[src/rtl/mem_access_stage_if.sv]
// Data-memory bus between the MEM stage (master) and data memory (slave):
// valid/ready request handshake with byte-enabled writes and same-cycle read data.
interface mem_access_stage_if;
    logic        dmem_req;
    logic        dmem_we;
    logic [31:0] dmem_addr;
    logic [31:0] dmem_wdata;
    logic [3:0]  dmem_be;
    logic        dmem_ready;
    logic [31:0] dmem_rdata;

    modport master (
        output dmem_req,
        output dmem_we,
        output dmem_addr,
        output dmem_wdata,
        output dmem_be,
        input  dmem_ready,
        input  dmem_rdata
    );

    modport slave (
        input  dmem_req,
        input  dmem_we,
        input  dmem_addr,
        input  dmem_wdata,
        input  dmem_be,
        output dmem_ready,
        output dmem_rdata
    );
endinterface

[src/rtl/mem_access_stage.sv]
// Pipeline memory stage: data-memory handshake, load/store formatting and the MEM/WB register.
// Define MISALIGN_TRAP_EN to trap misaligned halfword/word accesses instead of ignoring low address bits.
module mem_access_stage #(
    parameter int WAIT_LIMIT = 255
) (
    input  logic                      clk,
    input  logic                      reset,
    input  logic [31:0]               Alu_out_MEM,
    input  logic [31:0]               Mux2R2_in1_MEM,
    input  logic [2:0]                fund3_MEM,
    input  logic [4:0]                rsW_MEM,
    input  logic [31:0]               PCPlus4_MEM,
    input  logic [1:0]                WBSel_MEM,
    input  logic                      RegWEn_MEM,
    input  logic                      MemRW_MEM,
    mem_access_stage_if.master        dmem,
    output logic                      stall,
    output logic [31:0]               Result_WB,
    output logic [4:0]                rsW_WB,
    output logic                      RegWEn_WB,
    output logic                      bus_err,
    output logic                      misalign
);

    typedef enum logic {
        IDLE,
        WAIT
    } state_t;

    localparam logic [7:0] LIMIT = 8'(WAIT_LIMIT);

    state_t      state;
    logic [7:0]  wait_count;

    logic [1:0]  lane;
    logic        is_store;
    logic        is_load;
    logic        store_fn_ok;
    logic        misaligned;
    logic        access;
    logic        wait_abort;
    logic [31:0] store_data;
    logic [3:0]  byte_en;
    logic [31:0] rdata_shifted;
    logic [7:0]  load_byte;
    logic [15:0] load_half;
    logic [31:0] load_data;
    logic [31:0] wb_value;

    assign lane        = Alu_out_MEM[1:0];
    assign is_store    = MemRW_MEM;
    assign is_load     = !MemRW_MEM && (WBSel_MEM == 2'b00) && RegWEn_MEM;
    assign store_fn_ok = (fund3_MEM == 3'b000) || (fund3_MEM == 3'b001) || (fund3_MEM == 3'b010);

`ifdef MISALIGN_TRAP_EN
    logic half_access;
    logic word_access;

    assign half_access = ((fund3_MEM == 3'b001) && (is_load || is_store))
                       || ((fund3_MEM == 3'b101) && is_load);
    assign word_access = (fund3_MEM == 3'b010) && (is_load || is_store);
    assign misaligned  = (half_access && lane[0]) || (word_access && (lane != 2'b00));
`else
    assign misaligned  = 1'b0;
`endif

    assign access = !misaligned && (is_load || (is_store && store_fn_ok));

    // Upstream is frozen while in WAIT, so the request fields stay stable without extra holding registers.
    assign wait_abort      = (state == WAIT) && (wait_count >= LIMIT) && !dmem.dmem_ready;
    assign dmem.dmem_req   = !reset && access;
    assign dmem.dmem_we    = dmem.dmem_req && is_store;
    assign dmem.dmem_addr  = {Alu_out_MEM[31:2], 2'b00};
    assign dmem.dmem_wdata = is_store ? store_data : 32'd0;
    assign dmem.dmem_be    = byte_en;
    assign stall           = dmem.dmem_req && !dmem.dmem_ready && !wait_abort;

    always_comb begin
        store_data = Mux2R2_in1_MEM;
        byte_en    = 4'b1111;
        case (fund3_MEM[1:0])
            2'b00: begin
                store_data = {4{Mux2R2_in1_MEM[7:0]}};
                byte_en    = 4'b0001 << lane;
            end
            2'b01: begin
                store_data = {2{Mux2R2_in1_MEM[15:0]}};
                byte_en    = 4'b0011 << {lane[1], 1'b0};
            end
            default: begin
                store_data = Mux2R2_in1_MEM;
                byte_en    = 4'b1111;
            end
        endcase
    end

    // Byte lane comes from the full low address; halfword lane only from a[1].
    always_comb begin
        rdata_shifted = dmem.dmem_rdata >> {lane, 3'b000};
        load_byte     = rdata_shifted[7:0];
        load_half     = lane[1] ? dmem.dmem_rdata[31:16] : dmem.dmem_rdata[15:0];
        case (fund3_MEM)
            3'b000:  load_data = {{24{load_byte[7]}}, load_byte};
            3'b001:  load_data = {{16{load_half[15]}}, load_half};
            3'b100:  load_data = {24'd0, load_byte};
            3'b101:  load_data = {16'd0, load_half};
            default: load_data = dmem.dmem_rdata;
        endcase
    end

    always_comb begin
        case (WBSel_MEM)
            2'b00:   wb_value = load_data;
            2'b10:   wb_value = PCPlus4_MEM;
            default: wb_value = Alu_out_MEM;
        endcase
    end

    // Stall cycles, aborts and misalign traps all write a bubble and keep the previous result.
    always_ff @(posedge clk) begin
        if (reset) begin
            state      <= IDLE;
            wait_count <= 8'd0;
            Result_WB  <= 32'd0;
            rsW_WB     <= 5'd0;
            RegWEn_WB  <= 1'b0;
            bus_err    <= 1'b0;
            misalign   <= 1'b0;
        end else begin
            bus_err  <= 1'b0;
            misalign <= 1'b0;
            case (state)
                IDLE: begin
                    if (access && !dmem.dmem_ready) begin
                        state      <= WAIT;
                        wait_count <= 8'd1;
                        RegWEn_WB  <= 1'b0;
                    end else if (misaligned) begin
                        misalign   <= 1'b1;
                        RegWEn_WB  <= 1'b0;
                    end else begin
                        Result_WB  <= wb_value;
                        rsW_WB     <= rsW_MEM;
                        RegWEn_WB  <= RegWEn_MEM && !is_store;
                    end
                end
                WAIT: begin
                    if (dmem.dmem_ready) begin
                        state      <= IDLE;
                        wait_count <= 8'd0;
                        Result_WB  <= wb_value;
                        rsW_WB     <= rsW_MEM;
                        RegWEn_WB  <= RegWEn_MEM && !is_store;
                    end else if (wait_abort) begin
                        state      <= IDLE;
                        wait_count <= 8'd0;
                        bus_err    <= 1'b1;
                        RegWEn_WB  <= 1'b0;
                    end else begin
                        wait_count <= wait_count + 8'd1;
                        RegWEn_WB  <= 1'b0;
                    end
                end
                default: begin
                    state      <= IDLE;
                    wait_count <= 8'd0;
                end
            endcase
        end
    end

endmodule
[src/flat_wrapper.sv]
// flat-port wrapper written by rule: the top's interface ports become plain ports
module mem_access_stage_flat 
#(
    parameter int WAIT_LIMIT = 255
)
  (clk, reset, Alu_out_MEM, Mux2R2_in1_MEM, fund3_MEM, rsW_MEM, PCPlus4_MEM, WBSel_MEM, RegWEn_MEM, MemRW_MEM, stall, Result_WB, rsW_WB, RegWEn_WB, bus_err, misalign, dmem_dmem_req, dmem_dmem_we, dmem_dmem_addr, dmem_dmem_wdata, dmem_dmem_be, dmem_dmem_ready, dmem_dmem_rdata);
  mem_access_stage_if dmem_i ();
  input  logic clk;
  input  logic reset;
  input  logic [31:0] Alu_out_MEM;
  input  logic [31:0] Mux2R2_in1_MEM;
  input  logic [2:0] fund3_MEM;
  input  logic [4:0] rsW_MEM;
  input  logic [31:0] PCPlus4_MEM;
  input  logic [1:0] WBSel_MEM;
  input  logic RegWEn_MEM;
  input  logic MemRW_MEM;
  output logic stall;
  output logic [31:0] Result_WB;
  output logic [4:0] rsW_WB;
  output logic RegWEn_WB;
  output logic bus_err;
  output logic misalign;
  output wire logic [$bits(dmem_i.dmem_req)-1:0] dmem_dmem_req;
  output wire logic [$bits(dmem_i.dmem_we)-1:0] dmem_dmem_we;
  output wire logic [$bits(dmem_i.dmem_addr)-1:0] dmem_dmem_addr;
  output wire logic [$bits(dmem_i.dmem_wdata)-1:0] dmem_dmem_wdata;
  output wire logic [$bits(dmem_i.dmem_be)-1:0] dmem_dmem_be;
  input wire logic [$bits(dmem_i.dmem_ready)-1:0] dmem_dmem_ready;
  input wire logic [$bits(dmem_i.dmem_rdata)-1:0] dmem_dmem_rdata;
  assign dmem_dmem_req = dmem_i.dmem_req;
  assign dmem_dmem_we = dmem_i.dmem_we;
  assign dmem_dmem_addr = dmem_i.dmem_addr;
  assign dmem_dmem_wdata = dmem_i.dmem_wdata;
  assign dmem_dmem_be = dmem_i.dmem_be;
  assign dmem_i.dmem_ready = dmem_dmem_ready;
  assign dmem_i.dmem_rdata = dmem_dmem_rdata;
  mem_access_stage #(.WAIT_LIMIT(WAIT_LIMIT)) u_core (.clk(clk), .reset(reset), .Alu_out_MEM(Alu_out_MEM), .Mux2R2_in1_MEM(Mux2R2_in1_MEM), .fund3_MEM(fund3_MEM), .rsW_MEM(rsW_MEM), .PCPlus4_MEM(PCPlus4_MEM), .WBSel_MEM(WBSel_MEM), .RegWEn_MEM(RegWEn_MEM), .MemRW_MEM(MemRW_MEM), .dmem(dmem_i), .stall(stall), .Result_WB(Result_WB), .rsW_WB(rsW_WB), .RegWEn_WB(RegWEn_WB), .bus_err(bus_err), .misalign(misalign));
endmodule
[config.mk]
export PLATFORM = sky130hd
export DESIGN_NAME = mem_access_stage_flat
export DESIGN_NICKNAME = d
export VERILOG_FILES = /design/src/rtl/mem_access_stage_if.sv /design/src/rtl/mem_access_stage.sv /design/src/flat_wrapper.sv
export SDC_FILE = /design/constraint.sdc
export NUM_CORES = 1
export LEC_CHECK = 0
export CAP_MARGIN = 20
export CORE_MARGIN = 2
export CORE_UTILIZATION = 38
export CTS_BUF_LIST = sky130_fd_sc_hd__clkbuf_8
export CTS_CLUSTER_SIZE = 24
export DETAILED_ROUTE_END_ITERATION = 8
export GPL_ROUTABILITY_DRIVEN = 1
export PLACE_DENSITY_LB_ADDON = 0.3
export SYNTH_ARGS = -nofsm -noshare
export SYNTH_HDL_FRONTEND = slang
export SYNTH_SLANG_ARGS = --single-unit
[constraint.sdc]
create_clock -name clk -period 3.1 [get_ports clk]
set_clock_uncertainty 0.1 [all_clocks]
set_input_delay 0.93 -clock clk [delete_from_list [all_inputs] [get_ports clk]]
set_output_delay 0.93 -clock clk [all_outputs]
set_load 0.02 [all_outputs]
Word-level counts from Yosys, hierarchy flattened
Cells that the tools add are included.

Add/sub/neg operators: 1. Magnitude comparators: 1. Equality and inequality tests: 9. Shifts and indexed selects: 3. Multiplexer cells: 24. Bitwise logic cells: 1. Reductions and logical operators: 23.

Operators with widths (number): $pmux W32 S2 (3); $pmux W32 S4 (1); $mux W32 (3); $shr A32 B5 Y8 (1); $mux W8 (3); $mux W16 (1); $pmux W8 S2 (1); $logic_and A1 B1 Y1 (11); $mux W5 (2); $pmux W5 S2 (1); $add A8 B1 Y8 const B (1); $ge A8 B8 Y1 const B (1); $pmux W4 S2 (1); $eq A3 B3 Y1 const B (2); $mux W1 (6); $logic_not A1 Y1 (4); $logic_not A2 Y1 (2); $ne A2 B2 Y1 const B (2); $pmux W1 S2 (2); $shl A1 B2 Y4 const A (1); $shl A2 B2 Y4 const A (1); $eq A3 B1 Y1 const B (1); $eq A3 B2 Y1 const B (1); $logic_not A3 Y1 (1); 7 further kinds (9).

Bits in registers: 48. Input bits: 143. Output and inout port bits: 111. Logic and storage cells: 68.

Logic depth before layout (Yosys ltp)
Depth after elaboration: 8. Depth in mapped cells: 8. Depth with buffers taken out: 6.

Worst setup path after synthesis
No wires, ideal clock.

Path kind: input to output. Start point: in WBSel_MEM[1]. End point: out stall. Arrival: 2449 ps. Path slack: -379 ps. Cell stages on the path: 4. Cell sequence: buf_2 > nor2_4 > a32oi_4 > a2111oi_0.

Word-level cells in the longest chain between the ends: 7.

RTL lines: from (decl) (RTL line flat_wrapper.sv:15) `input logic [1:0] WBSel_MEM;`; $logic_not A2 Y1 (RTL line mem_access_stage.sv:52) `assign is_load = !MemRW_MEM && (WBSel_MEM == 2'b00) && RegWEn_MEM;`; $logic_and A1 B1 Y1 (2 in series) (RTL line mem_access_stage.sv:52); $logic_or A1 B1 Y1 (RTL line mem_access_stage.sv:67) `assign access = !misaligned && (is_load || (is_store && store_fn_ok));`; $logic_and A1 B1 Y1 (RTL line mem_access_stage.sv:71) `assign dmem.dmem_req = !reset && access;`; $logic_and A1 B1 Y1 (2 in series) (RTL line mem_access_stage.sv:76) `assign stall = dmem.dmem_req && !dmem.dmem_ready && !wait_abort;`; to (decl) (RTL line flat_wrapper.sv:18) `output logic stall;`.

Every way passes these cells.

Worst setup path after layout
Start point: in Alu_out_MEM[8]. End point: out dmem_dmem_addr[8].

RTL lines: from (decl) (RTL line flat_wrapper.sv:10) `input logic [31:0] Alu_out_MEM;`; to (decl) (RTL line flat_wrapper.sv:26) `output wire logic [$bits(dmem_i.dmem_addr)-1:0] dmem_dmem_addr;`.

No word-level cell between the ends.

==> impl_metrics.json <==
{
  "overflow": 0,
  "total_power_uw": 2030,
  "power_density_nw_per_um2": 299,
  "min_from": "u_core.rsW_WB[4]",
  "ff2ff_path_depth": 6,
  "dp_hpwl_um": 12900,
  "syn2layout_area_growth_pct": 70.4,
  "fin_hold_ws_ns": 0.371,
  "vdd_ir_drop_max_mv": 0.163,
  "cap_violations": 0,
  "clock.fmax_mhz": 324,
  "synth_seq_cells": 48,
  "avgRoutedWirePerCell_um": 17.9,
  "wl_um": 16600,
  "synth_area_leaders": "dfxtp_1, buf_4, nand2_1",
  "gp_congestion": 0.928,
  "final_antenna_net_count": 0,
  "netlist_instances": 542,
  "synth.distinct_cells": 48,
  "synth_top_area_cell": "dfxtp_1",
  "r2r_slack_ns": 1.16,
  "postSynthAreaPerCell_um2": 7.35,
  "drtIter0Drc": 328,
  "cpMostUsedCell": "clkdlybuf4s50_1",
  "path_clk_slew_ns": 0.10,
  "synth_edf_count": 0,
  "min_period_ns": 3.09,
  "antenna_found_initial": 1,
  "syn-cell-area_um2": 3980,
  "dieArea_um2": 11300,
  "layout_commonest_cell": "clkdlybuf4s50_1",
  "crit_required_ns": 2.07,
  "cp.depth": 2,
  "cts_sinks": 48,
  "cts_buffers": 5,
  "h-tree-depth": 2,
  "grt_pass1_vias": 5021,
  "ctsHoldBuffers": 0,
  "start_kind": "primary input",
  "yosys_warnings": 0,
  "status": "complete, no violations",
  "setup.worst_path.class": "primary input to primary output",
  "period_share_pct": 99.5,
  "yosysSeqAreaShare_pct": 24.1,
  "r2r-end": "u_core.wait_count[5]",
  "rsz0062_at_grt": "no",
  "ctsRootBufferMaster": "clkbuf_8",
  "hold_depth": 2,
  "vias": 5133,
  "tightest_slew_ns": 0.725,
  "fill_cells": 875,
  "setup.worst_path.end_class": "primary output",
  "crit_chain": "clkdlybuf4s50_1 > clkdlybuf4s50_1",
  "p_leak_uw": 0.00280,
  "rr_startpoint": "u_core.wait_count[0]",
  "cp_top_family": "buffers and inverters",
  "initial_utilization_pct": 38.9,
  "post-place-ws_ns": -0.712,
  "vias_per_cell": 5.52,
  "clk-insertion-delay-late_ns": 0.31,
  "synth_top_area_share_pct": 24.1,
  "timing.slew.headroom_pct": 51.7,
  "critPathSlowestCell": "clkdlybuf4s50_1",
  "nets": 936,
  "die_width_um": 106,
  "boundaryPins": 254,
  "grtUsageTotal_pct": 28.4,
  "clockBufferDepth": 2,
  "critical_path.max_fanout": 2,
  "hold_viol": 0,
  "final_cell_mix": "clkdlybuf4s50_1, nand2_1, buf_4",
  "grt_max_degree": 67,
  "whs_endpoint": "u_core.rsW_WB[4]",
  "portBuffers": 250,
  "slowest_delay_ns": 0.62,
  "drc_errors": 0,
  "ys_dominant_reg_cell": "dfxtp_1",
  "setup_ws_ns": 0.0146,
  "cp.arrival_ns": 2.06,
  "rows": 37,
  "critPathBufInv": 2,
  "core_um2": 10200,
  "drive_gt1_share_pct": 18.5,
  "cts_tree": "built",
  "setup_violations": 0,
  "grt_pass1_wl_um": 25500,
  "slew_violations": 0,
  "drt_first_pass_iters": 5,
  "die_h_um": 106,
  "hp-class": "flop to flop",
  "async_reset_ff_share_pct": 0
}
==> per-stage QoR <==
stage	util (%)	setup TNS, ns	std cells	cell area (um^2)
global route	66.4	0	930	6790
CTS	66.3	0	929	6780
global placement	65.6	-22.96	917	6710
detailed placement	65.6	-24.45	917	6710
finish	66.4	0	930	6790
floorplan	-	0	544	4000
==> per-layer routing <==
| metal | global-route usage (%) | vias up | wire, um |
|---|---|---|---|
| li1 | - | 2404 | - |
| met1 | 31.7 | 2413 | 6030 |
| met2 | 51.5 | 273 | 8400 |
| met3 | 6.19 | 43 | 1560 |
| met4 | 12.6 | 0 | 650 |
| met5 | 0 | - | 0 |
==> state kept, by name, indices dropped and copies added, names as in the netlist <==
name,flops
u_core.RegWEn_WB,1
u_core.Result_WB,32
u_core.bus_err,1
u_core.rsW_WB,5
u_core.state,1
u_core.wait_count,8
==> area by class of cell <==
type / count / area [um^2] / share of cell area, %
Timing Repair Buffer: 320 / 2940 / 43.2
Multi-Input combinational cell: 408 / 2590 / 38.1
Sequential cell: 48 / 961 / 14.2
Tap cell: 136 / 170 / 2.51
Clock buffer: 6 / 82.6 / 1.22
Inverter: 9 / 33.8 / 0.498
Clock inverter: 2 / 15.0 / 0.221
Antenna cell: 1 / 2.50 / 0.0369
==> what timing repair did <==
action	4_1_cts	5_1_grt
pin swaps	2	1
resized for setup	154	31
setup buffers	4	0
setup endpoints to repair	40	27
==> power by group <==
part           internal (uW)  leakage, uW  switching (uW)
registers                662     0.000397            24.5
logic                    482      0.00236             448
clock network            181    0.0000434             233
==> cell usage after synthesis, types with 2 or more instances <==
cell       count
or3_1          2
dfxtp_1       48
nor3_1        23
nor2_1        61
o21bai_1       2
clkbuf_1      28
and2_1        18
and3_1         2
nand2b_1       3
a31oi_1        5
a22oi_1        2
a21o_1         2
nand3_1        7
a2bb2oi_1      5
o21ai_0       14
nor2b_1       20
o211ai_1       6
o221ai_1       3
a221oi_1      10
nor3b_1        2
o22ai_1        8
a21oi_1       42
mux2i_1       21
a2111oi_2     10
buf_4         37
a21boi_0       8
nand3b_1      16
a21boi_2       2
inv_1          9
a311oi_1       8
buf_6          4
a2111oi_0      6
a211oi_1      11
mux2_2         4
nand2_1       72
buf_2          9
==> logic make-up (layout without fill, tap and decap cells) <==
group           Yosys count  in the layout  synth area share (%)
flops                    48             48                  24.1
mux                      27             27                  7.35
other cells               1              4                0.0941
compound gates          149            149                  28.1
fa+ha+maj                 1              1                 0.314
buf+inv                  88            337                  12.8
simple gates            228            228                  27.2
==> worst max path at each step <==
stage	from	slack, ns	endpoint
final	Alu_out_MEM[8]	0.01	dmem_dmem_addr[8]
after global placement	fund3_MEM[0]	-0.70	dmem_dmem_wdata[8]
after global routing	Alu_out_MEM[8]	0.0007	dmem_dmem_addr[8]
after floorplan	fund3_MEM[1]	0.04	dmem_dmem_wdata[16]
after detailed placement	fund3_MEM[0]	-0.71	dmem_dmem_we
after CTS	Alu_out_MEM[8]	0.004	dmem_dmem_addr[8]
Note: power is estimated with default switching activity, not from simulation.
